`config.mk`:
```
export PLATFORM = sky130hd
export DESIGN_NAME = stream_deserializer
export DESIGN_NICKNAME = d
export VERILOG_FILES = /design/src/rtl/stream_deserializer.sv
export SDC_FILE = /design/constraint.sdc
export NUM_CORES = 1
export LEC_CHECK = 0
export CORE_AREA = 3 3 161 132
export CTS_BUF_LIST = sky130_fd_sc_hd__clkbuf_2 sky130_fd_sc_hd__clkbuf_4 sky130_fd_sc_hd__clkbuf_8
export DETAILED_ROUTE_END_ITERATION = 6
export DIE_AREA = 0 0 164 135
export GPL_ROUTABILITY_DRIVEN = 0
export PLACE_DENSITY = 0.84
export SLEW_MARGIN = 25
export SYNTH_ARGS = -nofsm -noshare
export SYNTH_HDL_FRONTEND = slang
export SYNTH_SLANG_ARGS = --single-unit
```
`constraint.sdc`:
```
create_clock -name clk -period 3.3 [get_ports clk]
set_clock_uncertainty 0.2 [all_clocks]
set_input_delay 0.33 -clock clk [delete_from_list [all_inputs] [get_ports clk]]
set_output_delay 0.33 -clock clk [all_outputs]
set_load 0.05 [all_outputs]
```
`src/rtl/stream_deserializer.sv`:
```
// Collects N_SAMPLES stream words into one wide frame, first word in the least-significant slot,
// then presents the frame downstream and holds it until it is accepted.
module stream_deserializer #(
    parameter int BIT_WIDTH = 32,
    parameter int N_SAMPLES = 8
) (
    input  logic                             clk,
    input  logic                             reset,
    input  logic [BIT_WIDTH-1:0]             recv_msg,
    input  logic                             recv_val,
    output logic                             recv_rdy,
    output logic [N_SAMPLES*BIT_WIDTH-1:0]   send_msg,
    output logic                             send_val,
    input  logic                             send_rdy,
    output logic [$clog2(N_SAMPLES+1)-1:0]   fill_count
);

    localparam int CNT_W = $clog2(N_SAMPLES + 1);
    localparam logic [CNT_W-1:0] LAST_SLOT = CNT_W'(N_SAMPLES - 1);

    typedef enum logic {
        COLLECT = 1'b0,
        SEND    = 1'b1
    } state_e;

    state_e               state_q;
    logic [CNT_W-1:0]     fill_q;
    logic [BIT_WIDTH-1:0] buf_q [N_SAMPLES];
    logic                 recv_rdy_q;
    logic                 send_val_q;

    // Handshake outputs are registered alongside the state so neither depends on recv_val/send_rdy.
    always_ff @(posedge clk) begin
        if (reset) begin
            state_q    <= COLLECT;
            fill_q     <= '0;
            recv_rdy_q <= 1'b1;
            send_val_q <= 1'b0;
            for (int i = 0; i < N_SAMPLES; i++) begin
                buf_q[i] <= '0;
            end
        end else begin
            case (state_q)
                COLLECT: begin
                    if (recv_val) begin
                        // Slot select compares against the counter, so a full count never writes.
                        for (int i = 0; i < N_SAMPLES; i++) begin
                            if (fill_q == CNT_W'(i)) begin
                                buf_q[i] <= recv_msg;
                            end
                        end
                        fill_q <= fill_q + CNT_W'(1);
                        if (fill_q == LAST_SLOT) begin
                            state_q    <= SEND;
                            recv_rdy_q <= 1'b0;
                            send_val_q <= 1'b1;
                        end
                    end
                end
                SEND: begin
                    // Buffer is left intact after the hand-off; the next frame overwrites it.
                    if (send_rdy) begin
                        state_q    <= COLLECT;
                        fill_q     <= '0;
                        recv_rdy_q <= 1'b1;
                        send_val_q <= 1'b0;
                    end
                end
            endcase
        end
    end

    for (genvar g = 0; g < N_SAMPLES; g++) begin : g_pack
        assign send_msg[g*BIT_WIDTH +: BIT_WIDTH] = buf_q[g];
    end

    assign recv_rdy   = recv_rdy_q;
    assign send_val   = send_val_q;
    assign fill_count = fill_q;

endmodule

```
==> flow_summary.toml <==
[layout]
area_growth_syn_to_layout_pct = 43.5
final_layout_size_suffix_gt1_frac = 0.103
antenna-diode-count = 0
layout.cell_area.non_filler_sq_um = 13500
layout.nets = 967

[min_path]
hold_class = "input port to flop"

[critical_path]
cp_top_family = "buffers and inverters"
path_buf_inv = 1
cp_slowest_stage_delay_ns = 0.95
critPathRequiredTime_ns = 2.77
critPathMaxFanout = 7
critical-path-slowest-cell = "sky130_fd_sc_hd__clkdlybuf4s50_1"
worstSetupStartpointType = "flop"
crit_arrival_ns = 1.93
crit_chain = "clkdlybuf4s50_1"
worst_setup_path_end_kind = "primary output"
crit_type = "flop to primary output"

[job]
drv_cap = 0

[sta]
rsz0062_at_grt = "no"
maximum_clock_frequency_mhz = 406
tightestPinTransition_ns = 0.623
max-slew-margin-rel = 0.583
finalHoldWorstSlack_ns = 0.133
layout_worst_path_cycle_share = 0.746
hold_violations = 0
final-max-slew-violation-count = 0
finalSetupViolCount = 0
final.setup.worst_slack_ns = 0.838
final_period_minus_worst_setup_slack_ns = 2.46
final.setup.tns_ns = 0

[logic_synthesis]
syn_nets = 632
post-synth-top-count-cell = "sky130_fd_sc_hd__edfxtp_1"
postSynth.asyncResetShare = 0
synth.distinct_cells = 24
synth_flop_cell = "sky130_fd_sc_hd__edfxtp_1"
synth_top_area_share = 0.818
yosys-top-cells-count = "256 x sky130_fd_sc_hd__edfxtp_1, 196 x sky130_fd_sc_hd__nor2_1, 37 x sky130_fd_sc_hd__nand2b_1, 34 x sky130_fd_sc_hd__inv_1"
synth_top_cell_by_area = "sky130_fd_sc_hd__edfxtp_1"
synth.area.top_cells = "sky130_fd_sc_hd__edfxtp_1 82%, sky130_fd_sc_hd__nor2_1 7.8%, sky130_fd_sc_hd__nand2b_1 2.5%, sky130_fd_sc_hd__dfxtp_1 1.5%, sky130_fd_sc_hd__buf_6 1.4%"
synth.avg_cell_area_sq_um = 15.9
synth-edff-count = 256
syn_area_sq_um = 9400
synth_seq_cells = 263
synth.yosys.seq_area_share = 0.833
number_of_synthesis_warnings = 0
synth_cells = 592

[routing]
num_vias = 6099
ant_nets = 0
m1_wl_um = 9770
drt_iter0_markers = 365
route.met3.wl_um = 2830
drt-total-wl_um = 26300
top_layer = "met4"
drt-wirelength-per-cell_um = 21.6
remaining_drc_errors = 0
dr_wl_met2_um = 12900
detailedRoute.firstPassIterationCount = 5
vias_per_cell = 5.00

[global_routing]
grt_first_pass_wirelength_um = 38500
globalRoute.totalOverflow = 0
grt_antenna_before_repair = 0
grt_pass1_vias = 6285
groute.usage.overall = 0.236
pin_count_of_the_biggest_net_entering_global_routing = 36

[pwr]
power.total_w = 0.00790
irDropWorstVdd_uv = 367
power-per-cell-area_nw_per_um2 = 586
power.leakage_nw = 5.07

[placement]
detailedPlace.worstSlack_ns = 0.639
post-dp-hpwl_um = 17900
postPlaceCellArea_sq_um = 12700
count_of_input_and_output_buffers = 297

[run_status]
status = "finished, final reports clean"

[clock_tree]
post-cts-setup-buffers = 0
cts_tree = "done"
postCtsResizedCells = 0
cts.root.buffer_cell = "sky130_fd_sc_hd__clkbuf_8"
cts-buffers-inserted = 41
max-clock-path-buffers = 3
path_clk_slew_ns = 0.06
ctsHoldBuffers = 0
htree_levels = 2
clkSinkCount = 263
clock_insertion_delay_worst_skew_ns = 0.51

[floorplanning]
floorplan.rows = 46
start_util = 0.476
die-area_sq_um = 22100
total_core_area_sq_um = 19700
design.portCount = 298
die_y_um = 135
horizontal_die_dimension_um = 164
[metrics by stage]
step / cells / utilization
after floorplan: 592 / -
after global placement: 1148 / 0.645
after detailed placement: 1148 / 0.645
after CTS: 1219 / 0.683
after global routing: 1219 / 0.683
final: 1219 / 0.683
[report_power, final]
group          internal (W)  switching (W)
clock               0.00137        0.00119
combinational      0.000396       0.000991
sequential          0.00387      0.0000705
total               0.00564        0.00226
[flip-flops by register name (all words and copies together) (netlist names)]
name        flops
buf_q         256
fill_count      4
recv_rdy        1
send_val        1
state_q         1
[final cells by class]
cell class / count / area, sq um
multi-input cells: 271 / 1280
flip-flops and latches: 263 / 7830
inverters: 34 / 128
well taps: 264 / 330
clock inverters: 13 / 57.6
repair buffers: 316 / 3160
fillers: 1332 / 6260
clock buffers: 58 / 704
[cells by family after synthesis]
group | after synthesis | synth area share
compound gates | 8 | 0.00612
xor+xnor | 1 | 0.000932
fa+ha+maj | 4 | 0.00533
buf+inv | 58 | 0.0338
flops | 263 | 0.833
mux | 2 | 0.00213
simple gates | 256 | 0.119
[final timing paths]
kind | depth (start not counted) | slack, ns | end | startpoint
worst min register to register | 2 | 0.30 | send_val | send_val
worst min-delay path | 2 | 0.13 | fill_count[0] | reset
worst max-delay path | 1 | 0.84 | fill_count[2] | fill_count[2]
worst max register to register | 4 | 1.06 | buf_q[0][17] | state_q
[placed cells by master (no fill, tap or decap), types with 3 or more instances in the layout]
master                            instances
sky130_fd_sc_hd__clkdlybuf4s50_1        296
sky130_fd_sc_hd__edfxtp_1               256
sky130_fd_sc_hd__nor2_1                 196
sky130_fd_sc_hd__clkbuf_8                43
sky130_fd_sc_hd__inv_1                   34
sky130_fd_sc_hd__nand2b_1                34
sky130_fd_sc_hd__clkbuf_4                15
sky130_fd_sc_hd__buf_4                   15
sky130_fd_sc_hd__clkinv_1                 8
sky130_fd_sc_hd__nand2_1                  7
sky130_fd_sc_hd__dfxtp_1                  7
sky130_fd_sc_hd__nand2_2                  5
sky130_fd_sc_hd__or2b_2                   4
sky130_fd_sc_hd__ha_1                     4
sky130_fd_sc_hd__clkinv_2                 4
sky130_fd_sc_hd__buf_12                   4
sky130_fd_sc_hd__nand2b_2                 3
sky130_fd_sc_hd__a21oi_1                  3
[per-layer routing]
metal | global-route usage | up-vias
li1 | - | 2707
met1 | 0.288 | 2997
met2 | 0.394 | 341
met3 | 0.0813 | 54
met4 | 0.0869 | 0
met5 | 0 | -
No activity file was read; power rests on OpenSTA's default activity.
